`src/rtl/pipeline_hazard_ctrl.sv`:
```
// pipeline_hazard_ctrl: stall/flush sequencing for load-use, branch/jump redirects and multi-cycle MDU ops.
// Define HAZARD_PERF_EN to add saturating stall/flush perf counters.
module pipeline_hazard_ctrl #(
    parameter int REG_ADDR_W   = 5,
    parameter int FLUSH_CYCLES = 1,
    parameter int CNT_W        = 16
) (
    input  logic                  clk,
    input  logic                  rst,
    input  logic [REG_ADDR_W-1:0] id_rs1,
    input  logic [REG_ADDR_W-1:0] id_rs2,
    input  logic                  id_use_rs1,
    input  logic                  id_use_rs2,
    input  logic                  id_jump,
    input  logic [REG_ADDR_W-1:0] ex_rd,
    input  logic                  ex_mem_read,
    input  logic                  ex_branch_taken,
    input  logic                  ex_mdu_start,
    input  logic                  mdu_done,
    output logic                  pc_write,
    output logic                  ID_write,
    output logic                  IF_flush,
    output logic                  id_ex_flush,
    output logic                  id_ex_write,
    output logic                  ex_mem_flush,
    output logic [1:0]            state_o
`ifdef HAZARD_PERF_EN
    ,
    output logic [CNT_W-1:0]      stall_cnt,
    output logic [CNT_W-1:0]      flush_cnt
`endif
);
    localparam int FCW = (FLUSH_CYCLES > 1) ? $clog2(FLUSH_CYCLES) : 1;

    typedef enum logic [1:0] {RUN = 2'd0, MDU_BUSY = 2'd1, REDIRECT = 2'd2} state_e;

    state_e         state_q, state_d;
    logic [FCW-1:0] cnt_q, cnt_d;
    logic           load_use;

    assign load_use = ex_mem_read && (ex_rd != '0) &&
                      ((id_use_rs1 && (id_rs1 == ex_rd)) || (id_use_rs2 && (id_rs2 == ex_rd)));
    assign state_o  = state_q;

    always_ff @(posedge clk or posedge rst) begin
        if (rst) begin
            state_q <= RUN;
            cnt_q   <= '0;
        end else begin
            state_q <= state_d;
            cnt_q   <= cnt_d;
        end
    end

    always_comb begin
        state_d      = state_q;
        cnt_d        = cnt_q;
        pc_write     = 1'b1;
        ID_write     = 1'b1;
        IF_flush     = 1'b0;
        id_ex_flush  = 1'b0;
        id_ex_write  = 1'b1;
        ex_mem_flush = 1'b0;
        case (state_q)
            RUN: begin
                if (ex_branch_taken) begin
                    IF_flush    = 1'b1;
                    id_ex_flush = 1'b1;
                    if (FLUSH_CYCLES > 1) begin
                        state_d = REDIRECT;
                        cnt_d   = FCW'(FLUSH_CYCLES - 1);
                    end
                end else if (ex_mdu_start) begin
                    // start+done together lets the result advance with no stall
                    if (!mdu_done) begin
                        pc_write     = 1'b0;
                        ID_write     = 1'b0;
                        id_ex_write  = 1'b0;
                        ex_mem_flush = 1'b1;
                        state_d      = MDU_BUSY;
                    end
                end else if (load_use) begin
                    pc_write    = 1'b0;
                    ID_write    = 1'b0;
                    id_ex_flush = 1'b1;
                end else if (id_jump) begin
                    IF_flush = 1'b1;
                end
            end
            MDU_BUSY: begin
                if (mdu_done) begin
                    state_d = RUN;
                end else begin
                    pc_write     = 1'b0;
                    ID_write     = 1'b0;
                    id_ex_write  = 1'b0;
                    ex_mem_flush = 1'b1;
                end
            end
            REDIRECT: begin
                IF_flush    = 1'b1;
                id_ex_flush = 1'b1;
                cnt_d       = cnt_q - FCW'(1);
                if (cnt_q == FCW'(1)) begin
                    state_d = RUN;
                    cnt_d   = '0;
                end
            end
            default: begin
                state_d = RUN;
                cnt_d   = '0;
            end
        endcase
        if (rst) begin
            pc_write     = 1'b0;
            ID_write     = 1'b0;
            IF_flush     = 1'b0;
            id_ex_flush  = 1'b0;
            id_ex_write  = 1'b0;
            ex_mem_flush = 1'b0;
        end
    end

`ifdef HAZARD_PERF_EN
    always_ff @(posedge clk or posedge rst) begin
        if (rst) begin
            stall_cnt <= '0;
            flush_cnt <= '0;
        end else begin
            if (!pc_write && stall_cnt != '1)
                stall_cnt <= stall_cnt + CNT_W'(1);
            if (IF_flush && flush_cnt != '1)
                flush_cnt <= flush_cnt + CNT_W'(1);
        end
    end
`endif

endmodule

```
`config.mk`:
```
export PLATFORM = sky130hd
export DESIGN_NAME = pipeline_hazard_ctrl
export DESIGN_NICKNAME = d
export VERILOG_FILES = /design/src/rtl/pipeline_hazard_ctrl.sv
export SDC_FILE = /design/constraint.sdc
export NUM_CORES = 1
export LEC_CHECK = 0
export CAP_MARGIN = 10
export CORE_AREA = 2 2 39 41
export CTS_CLUSTER_SIZE = 28
export DETAILED_ROUTE_END_ITERATION = 8
export DIE_AREA = 0 0 41 43
export DONT_BUFFER_PORTS = 1
export REMOVE_ABC_BUFFERS = 1
export SLEW_MARGIN = 20
export SYNTH_ARGS = -nofsm -noshare
export SYNTH_HDL_FRONTEND = slang
export SYNTH_SLANG_ARGS = --single-unit
```
`constraint.sdc`:
```
create_clock -name clk -period 3.85 [get_ports clk]
set_input_delay 0.77 -clock clk [delete_from_list [all_inputs] [get_ports clk]]
set_output_delay 0.77 -clock clk [all_outputs]
set_load 0.01 [all_outputs]
```
==> reports/qor.yml, run 1 <==
run_status:
  status: "finished clean"
critical_path:
  path_class: "primary input to primary output"
  worstPathArrival_ps: 1960
  path_max_fanout: 3
  startpoint: "ex_rd[1]"
  r2r_start: "state_o[0]"
  worst_ep_required_time_ps: 3080
  path_cells: "or4_1 -> o21ai_2 -> nor4_1 -> a211oi_2"
  cp_slowest_cell: "or4_1"
  cp-start-kind: "primary input"
  worst-path-buf-inv: 0
  critPathTopFamily: "simple AND/OR/NAND/NOR gates"
  cp-end-kind: "primary output"
  max_stage_delay_ps: 530
timing:
  period_minus_slack_ps: 2730
  clock.fmax_ghz: 0.366
  finalHoldWorstSlack_ps: 502
  slew_viol_final: 0
  fin_tns_setup_ps: 0
  fin_worst_skew_ps: 0
  setup_viol: 0
  rsz0062_at_grt: "no"
  finalCritPeriodShare: 0.710
  hold_viol_final: 0
global_route:
  grt_use_met3: 0.0209
  grt_use_met2: 0.134
  top_usage_layer: "met2"
  grt_pass1_wl_um: 1030
  grt_overflow: 0
  grt_usage: 0.0761
  grt_max_degree: 7
  grt_pass1_vias: 263
  grt.met1_usage: 0.0924
  antenna_found_initial: 0
power:
  irDropWorstVdd_mv: 0.0319
  power.density_nw_per_um2: 135
  cellLeakagePower_nw: 0.0791
yosys:
  ys.warnings.count: 0
  syn_area_um2: 256
  syn-instance-count: 36
  ys_seq_elements: 1
  ys_types: 18
  seq_area_frac_synth: 0.0976
  post_synth.cell_area_avg_um2: 7.12
cts:
  clkLatencyLatePin_ps: 0
  postCtsSetupBuffers: 0
  cts_resized: 0
  cts_hold_buf: 0
  clk_pin_slew_worst_paths_ps: 0
placed_design:
  portBuffers: 0
  dpl.hpwl_um: 596
  gp_congestion: 0.624
  place_area_um2: 262
  dp.cells: 50
flow_run:
  drv_cap: 0
drt:
  ant_nets: 0
  wire_per_inst_um: 12.6
  routed_wl_um: 631
  first_iter_violations: 2
  firstDrtPassIters: 2
  vias: 244
  vias_per_cell: 4.88
  remaining_drc_errors: 0
floorplanning:
  fp.dieH_um: 43
  die_width_um: 41
  die_area_um2: 1760
  start_util: 0.185
  ios: 32
  rows: 14
  core-area_um2: 1380
min_path:
  hp-class: "primary input to async pin"
finish:
  final_core_util: 0.189
  design_area_um2: 262
  largest_register_ffs: 1
  finalNetCount: 60
  antenna_cells: 0
  drive_gt1_frac: 0.0588
  area_delta_synth_final_pct: 1.95
  final_cell_count_no_fill: 50
-- cells in the mapped netlist --
cell type	instances	area (µm²)
xnor2_1	10	87.6
nor2_1	4	15.0
a21oi_1	2	10.0
buf_4	2	15.0
inv_1	2	7.51
nand2_1	2	7.51
nand4_1	2	12.5
nor4_1	2	12.5
a211oi_2	1	12.5
a22o_1	1	8.76
conb_1	1	3.75
dfrtp_1	1	25.0
nor2b_1	1	6.26
nor3_1	1	5.00
o21ai_0	1	5.00
o21ai_2	1	8.76
o22ai_1	1	6.26
or4_1	1	7.51
-- layout make-up --
cell class	instances	area, µm²
Tap cell	16	20.0
Sequential cell	1	25.0
Fill cell	170	1120
Inverter	2	7.51
Multi-Input combinational cell	31	209
-- kinds of logic after synthesis --
logic type / synth area share
other: 0.0146
xor gates and xnor gates: 0.341
DFF: 0.0975
AOI/OAI and AO/OA: 0.200
and+or+nand+nor: 0.259
buffers and inverters: 0.0878
-- where the power goes --
group	switching, W	total (W)	internal, W	leakage, nW
registers	0.00000130	0.0000127	0.0000114	0.0131
clock network	0	0	0	0
logic	0.0000107	0.0000226	0.0000119	0.0660
-- worst reg2reg max path, stage by stage (launching register included) --
cell and delay (ps):
dfrtp_1 430, a21oi_1 200, nor2_1 100
-- path summary, 6_finish.rpt --
path                              end  slack, ps  depth (start not counted)
setup / recovery             pc_write       1120                          4
hold / removal             state_o[0]        500                          1
setup reg to reg           state_o[0]       2980                          2
hold reg to reg            state_o[0]        780                          2
max in group asynchronous  state_o[0]       3260                          1
min in group clk           state_o[0]        780                          2
-- layout by cell type (no fill, tap or decap) --
| cell | n |
|---|---|
| xnor2_1 | 10 |
| nor2_1 | 4 |
| inv_1 | 2 |
| a21oi_1 | 2 |
| nand4_1 | 2 |
| nand2_1 | 2 |
| nor4_1 | 2 |
| nor3_1 | 1 |
| o22ai_1 | 1 |
| or4_1 | 1 |
| o21ai_2 | 1 |
| a22o_1 | 1 |
| nor2b_1 | 1 |
| o21ai_0 | 1 |
| a211oi_2 | 1 |
| conb_1 | 1 |
| dfrtp_1 | 1 |
-- layer usage --
metal	vias to the layer above	part of all wire
met2	14	0.50
met5	-	0
met1	110	0.37
li1	120	-
met3	0	0.13
met4	0	0
-- metrics by stage --
| stage | power, W | setup slack (ps) |
|---|---|---|
| finish | 0.0000353 | 1120 |
| global route | 0.0000385 | 1040 |
| CTS | 0.0000358 | 1100 |
| detailed placement | 0.0000357 | 1100 |
| global placement | 0.0000356 | 1100 |
| floorplan | 0.0000333 | 1160 |
Power figures use the tool's default switching activity.
==> inputs of run 2 (changes only) <==
==> constraint.sdc (replaced) <==
create_clock -name clk -period 2.35 [get_ports clk]
set_input_delay 0.47 -clock clk [delete_from_list [all_inputs] [get_ports clk]]
set_output_delay 0.47 -clock clk [all_outputs]
set_load 0.01 [all_outputs]
==> run 2 against run 1 <==
Compared with the run above: worst hold slack lost 300 ps; power is 69% higher; first-iteration DRC count shrank 100%; wire length grew 0.32%; setup slack got worse by 870 ps; cell count grew 2.0%; global-route usage is 0.20 points lower; via count down 1.2%; die area did not move.
==> reports/qor.yml, run 2 (same netlist as run 1, synthesis figures left out) <==
run_status:
  status: "finished clean"
drt:
  vias_per_cell: 4.73
  routed_wl_um: 633
  wire_per_inst_um: 12.4
  remaining_drc_errors: 0
  vias: 241
  ant_nets: 0
  firstDrtPassIters: 1
  first_iter_violations: 0
critical_path:
  path_class: "primary input to primary output"
  cp-end-kind: "primary output"
  path_max_fanout: 3
  worst_ep_required_time_ps: 1880
  reg2reg_slack_ps: 1490
  cp-start-kind: "primary input"
  worstPathArrival_ps: 1630
timing:
  slew_viol_final: 0
  rsz0062_at_grt: "no"
  setup_viol: 0
  finalCritPeriodShare: 0.894
  setup_slack_ps: 250
  fin_worst_skew_ps: 0
  hold_viol_final: 0
  period_minus_slack_ps: 2100
  fin_tns_setup_ps: 0
  clock.fmax_ghz: 0.476
global_route:
  grt_max_degree: 7
  grt_usage: 0.0741
  grt_overflow: 0
  antenna_found_initial: 0
  grt_pass1_wl_um: 979
  grt_pass1_vias: 243
floorplanning:
  die_area_um2: 1760
  core-area_um2: 1380
  die_width_um: 41
  fp.dieH_um: 43
  rows: 14
  start_util: 0.185
  ios: 32
finish:
  layout_commonest_cell: "xnor2_1"
  most-common-layout-cells: "xnor2_1 (10), nor2_1 (4)"
  layout.area.seq_um2: 25.0
  drive_gt1_frac: 0.0857
  final_core_util: 0.194
  fill_cells: 160
  area_delta_synth_final_pct: 4.88
  antenna_cells: 0
  finalNetCount: 61
  design_area_um2: 269
  multi_input_area_um2: 209
  largest_register_ffs: 1
cts:
  clkLatencyLatePin_ps: 0
  cts_hold_buf: 0
  clk_pin_slew_worst_paths_ps: 0
  cts_resized: 0
  postCtsSetupBuffers: 0
placed_design:
  place_area_um2: 269
  portBuffers: 0
  pre_cts_slack_ps: 241
  gp_congestion: 0.631
  dpl.hpwl_um: 603
power:
  irDropWorstVdd_mv: 0.0569
  cellLeakagePower_nw: 0.0841
  power.density_nw_per_um2: 222
  total_power_w: 0.0000598
flow_run:
  drv_cap: 0
min_path:
  hp-class: "primary input to async pin"
run 2: cell types whose count changed in the layout (fill, tap and decap cells not counted):
cell / previous run / this run
buf_4: 0 / 1
run 2: report_power, final:
part           leakage, nW  internal, W  switching (W)   total, W
clock                    0            0              0          0
combinational       0.0709    0.0000211      0.0000180  0.0000391
sequential          0.0131    0.0000186     0.00000211  0.0000208
total               0.0841    0.0000397      0.0000201  0.0000598
run 2: path summary, 6_finish.rpt:
check | startpoint | end | cells past startpoint
hold / removal | rst | state_o[0] | 1
min in group clk | mdu_done | state_o[0] | 1
setup / recovery | ex_rd[1] | ID_write | 5
max in group asynchronous | rst | state_o[0] | 1
hold reg to reg | state_o[0] | state_o[0] | 2
setup reg to reg | state_o[0] | state_o[0] | 2
run 2: area by class of cell:
cell class | instances | area share
inverter | 2 | 0.0279
tap | 16 | 0.0744
sequential | 1 | 0.0930
multi-input combinational | 31 | 0.777
timing repair buffer | 1 | 0.0279
run 2: metrics by stage:
step                hold slack [ps]  instances
floorplan                       199         34
detailed placement              202         51
CTS                             202         51
global placement                200         51
global route                    210         51
finish                          202         51
run 2: layer usage:
layer	up-vias	global-route usage	part of all wire
met3	0	0.0262	0.15
met2	15	0.144	0.51
met1	103	0.0732	0.34
li1	123	-	-
met4	0	0	0
met5	-	0	0
run 2: critical path: stages:
cell and delay (ps):
or4_1 530, o21ai_2 170, nor4_1 80, a211oi_2 220, buf_4 170
